## config.mk

```make
export PLATFORM = sky130hd
export DESIGN_NAME = fetch_unit
export DESIGN_NICKNAME = d
export VERILOG_FILES = /design/src/rtl/fetch_unit.sv
export SDC_FILE = /design/constraint.sdc
export NUM_CORES = 1
export LEC_CHECK = 0
export CAP_MARGIN = 10
export CELL_PAD_IN_SITES_DETAIL_PLACEMENT = 1
export CELL_PAD_IN_SITES_GLOBAL_PLACEMENT = 1
export CORE_MARGIN = 2
export CORE_UTILIZATION = 33
export DETAILED_ROUTE_END_ITERATION = 8
export GPL_TIMING_DRIVEN = 0
export PLACE_DENSITY_LB_ADDON = 0.1
export SLEW_MARGIN = 20
export SYNTH_ARGS = -nofsm -noshare
export SYNTH_HDL_FRONTEND = slang
export SYNTH_SLANG_ARGS = --single-unit
```

## constraint.sdc

```tcl
create_clock -name clk -period 2.16 [get_ports clk]
set_clock_uncertainty 0.15 [all_clocks]
set_input_delay 0.432 -clock clk [delete_from_list [all_inputs] [get_ports clk]]
set_output_delay 0.432 -clock clk [all_outputs]
set_load 0.05 [all_outputs]
```

## src/rtl/fetch_unit.sv

```systemverilog
// Instruction fetch sequencer: reads an opcode byte and, for two-byte opcodes
// (bit 3 set), a parameter byte from a synchronous program memory.
module fetch_unit #(
  parameter int ADDR_W = 8
) (
  input  logic              clk,
  input  logic              rst_n,
  input  logic              start,
  input  logic              jmp,
  input  logic [ADDR_W-1:0] jmpAddr,
  output logic [ADDR_W-1:0] pAddr,
  input  logic [7:0]        pData,
  output logic [7:0]        nIR,
  output logic              wIR,
  output logic [7:0]        nPar,
  output logic              wPar,
  output logic [ADDR_W-1:0] PC,
  output logic              busy,
  output logic              done,
  output logic [2:0]        dbgState
);

  typedef enum logic [2:0] {
    IDLE  = 3'd0,
    F_OP  = 3'd1,
    L_OP  = 3'd2,
    F_PAR = 3'd3,
    L_PAR = 3'd4,
    DONE  = 3'd5
  } state_t;

  state_t state, nextState;
  logic [7:0] irHold, parHold;
  logic [ADDR_W-1:0] pcInc;

  assign pcInc    = PC + {{(ADDR_W-1){1'b0}}, 1'b1};
  assign pAddr    = PC;
  assign dbgState = state;

  always_ff @(posedge clk or negedge rst_n) begin
    if (!rst_n) begin
      state   <= IDLE;
      PC      <= '0;
      irHold  <= 8'h00;
      parHold <= 8'h00;
    end else begin
      state <= nextState;
      if (state == IDLE && jmp)
        PC <= jmpAddr;
      else if (state == L_OP || state == L_PAR)
        PC <= pcInc;
      if (wIR)
        irHold <= pData;
      if (wPar)
        parHold <= pData;
    end
  end

  // Byte outputs pass pData through on the load cycle and hold it afterwards.
  always_comb begin
    nextState = state;
    wIR       = 1'b0;
    wPar      = 1'b0;
    done      = 1'b0;
    busy      = 1'b1;
    nIR       = irHold;
    nPar      = parHold;
    case (state)
      IDLE: begin
        busy = 1'b0;
        if (!jmp && start)
          nextState = F_OP;
      end
      F_OP:  nextState = L_OP;
      L_OP: begin
        wIR       = 1'b1;
        nIR       = pData;
        nextState = pData[3] ? F_PAR : DONE;
      end
      F_PAR: nextState = L_PAR;
      L_PAR: begin
        wPar      = 1'b1;
        nPar      = pData;
        nextState = DONE;
      end
      DONE: begin
        done      = 1'b1;
        nextState = IDLE;
      end
      default: nextState = IDLE;
    endcase
  end

endmodule

```

==> metrics.md <==
| Metric | Value |
|---|---|
| CP max FO | `5` |
| Later-pin clock latency in the skew report | `0.28 ns` |
| Gpl congestion | `0.744` |
| Yosys warnings | `0` |
| Starting Density | `0.340` |
| Number of unique standard cell types used by synthesis | `35` |
| CP Data Arrival Time | `1.70 ns` |
| Clock sink count | `27` |
| Final hold viol count | `2` |
| Area grow syn2layout | `63.8%` |
| Seq/Total Area, Yosys | `0.460` |
| Number of flops mapped to enable cells by yosys | `0` |
| WL final | `4.41 mm` |
| Drt wl/cell | `17.1 microns` |
| Vias in the first global route | `1362` |
| Placement row count | `24` |
| Max cap viols | `0` |
| Max-slew violations | `0` |
| Setup WS post-layout | `-0.121 ns` |
| CP Capture Type | `output pin` |
| Share of cells above drive strength 1 | `0.473` |
| Cell taking the most area after synthesis | `dfrtp_1` |
| Detail Route Antenna Nets | `0` |
| Synth area leaders | `dfrtp_1 46%, mux2_2 18%, buf_4 4.6%` |
| First-pass GRT wire length | `7.04 mm` |
| Die area | `0.00500 sq mm` |
| Antenna cells | `0` |
| Die Height | `70.7 microns` |
| Worst R2R Path Depth | `7` |
| Via Count | `1277` |
| Core area | `0.00432 sq mm` |
| Outcome | `finished, violations left` |
| Violations in the final reports | `negative hold slack, negative setup slack` |
| Data required time of the worst path | `1.58 ns` |
| Grt ovf | `0` |
| Io pins | `59` |
| Synth top area share | `0.460` |
| Most frequent cell after synthesis | `dfrtp_1` |
| Syn_nets | `144` |
| Post-layout utilization of the core | `0.556` |
| Via-to-Cell Ratio | `4.97` |
| RSZ-0062 raised after global routing | `true` |
| FF-to-FF setup slack | `0.20 ns` |
| Largest net degree at the start of global routing | `28` |
| H-tree Lvls | `1` |
| CTS buffer count | `3` |
| Mapped Avg Cell Area | `11.9 sq um` |
| DR iter-0 viols | `13` |
| Hpwl dp | `2.77 mm` |
| I/O Buffers | `58` |
| Root Driver | `clkbuf_8` |
| Drt first pass iters | `4` |
| Crit share post-route | `1.06` |
| CP Class | `flip-flop to output pin` |
| Final setup violation count | `16` |
| DRC | `0` |
| Tmin final | `2.28 ns` |
| Least-Margin Pin Slew | `0.632 ns` |
| Hold buffers post-CTS | `0` |
| Worst hold margin | `-0.000822 ns` |
| TritonCTS clock tree | `done` |
| Yosys reg bits | `27` |
| Min-delay worst type | `input pin to asynchronous set/reset pin` |
| Max Root-Sink Buffers | `2` |
| Die Wd | `70.7 microns` |
| Relative slew slack | `0.579` |
| Commonest register cell after synthesis | `dfrtp_1` |
| Total track usage | `0.180` |
| Highest clock rate | `0.438 GHz` |
| Worst slack at placement | `-0.706 ns` |
| Mapped Cells | `123` |
| Top cells by count, synth | `27 x dfrtp_1, 24 x mux2_2, 9 x buf_4, 9 x nand2_1, 5 x o21ai_0` |
| Synthesized area | `0.00147 sq mm` |
| Asr flop ratio synth | `1.00` |
| Initial antenna violation count | `0` |
| Final nets | `227` |
| Clock slew at reported path FFs | `0.10 ns` |
| Worst setup SP type | `flip-flop` |
==> cells by family (layout without fill, tap and decap cells) <==
kind of cell    count (synthesis)  after routing  share of synthesized area
simple gates                   30             30                      0.135
flops                          27             27                      0.460
xor+xnor                        4              4                     0.0238
mux                            25             25                      0.191
compound gates                 22             22                      0.102
fa+ha+maj                       1              1                    0.00852
buf+inv                        14             96                     0.0792
==> repair_timing <==
item                                    in CTS  in global routing
cloned                                       2                  0
buffers inserted                            13                 10
pin swaps                                    2                  2
gates resized for setup                    157                 10
endpoints found under the setup margin      33                 21
==> worst max-delay path, stage by stage (launching register included) <==
cell	delay (ns)
dfrtp_2	0.38
buf_6	0.11
inv_6	0.04
nor3_4	0.22
buf_6	0.18
mux2_4	0.32
buf_8	0.15
==> final cells by class <==
class | instances | area, sq um
Sequential cell | 27 | 679
Clock buffer | 3 | 41.3
Clock inverter | 1 | 5.00
Multi-Input combinational cell | 82 | 744
Inverter | 1 | 8.76
Timing Repair Buffer | 80 | 764
Fill cell | 477 | 1920
Tap cell | 52 | 65.1
Buffer | 11 | 97.6
==> state kept, by name, summed over array words and instances, names as in the netlist <==
register  cells
dbgState      3
irHold        8
parHold       8
PC            8
==> final timing paths <==
path,startpoint,endpoint
min in group clk,parHold[7]$_DFFE_PN0P_,parHold[7]$_DFFE_PN0P_
max in group asynchronous,rst_n,dbgState[1]$_DFFE_PN0P_
hold / removal,rst_n,dbgState[0]$_DFFE_PN0P_
setup / recovery,dbgState[2]$_DFFE_PN0P_,nPar[3]
hold reg to reg,parHold[7]$_DFFE_PN0P_,parHold[7]$_DFFE_PN0P_
setup reg to reg,dbgState[0]$_DFFE_PN0P_,PC[4]$_DFFE_PN0P_
==> stage by stage <==
step	TNS (ns)	cell area (sq um)	instances
after global routing	-2.60	2410	257
after CTS	-3.35	2420	252
after global placement	-11.28	2190	233
after detailed placement	-11.43	2180	233
final	-1.55	2410	257
after floorplan	-3.89	1540	123
==> layout by cell type, fill, tap and decap left out, types with 2 or more instances in the layout <==
cell	count
nor2_1	4
nand3_1	2
clkdlybuf4s50_1	20
clkbuf_8	3
o2bb2ai_1	2
dfrtp_1	24
o31a_2	2
dfrtp_2	3
o21ai_0	5
a21oi_1	4
dlymetal6s2s_1	2
nor2b_1	2
o21ai_1	3
mux2_4	16
dlygate4sd2_1	14
buf_8	6
buf_2	3
nor4_1	2
xnor2_1	4
mux2_2	8
buf_6	17
nand2_1	8
buf_4	29
==> layer usage <==
layer | global-route usage | up-vias | wire [microns]
li1 | - | 599 | -
met1 | 0.202 | 638 | 1620
met2 | 0.339 | 36 | 2500
met3 | 0.0484 | 4 | 258
met4 | 0.0440 | 0 | 36
met5 | 0 | - | 0
Power is not shown: default switching activity piles up to over one toggle a cycle in this logic, so the estimate is an artifact.
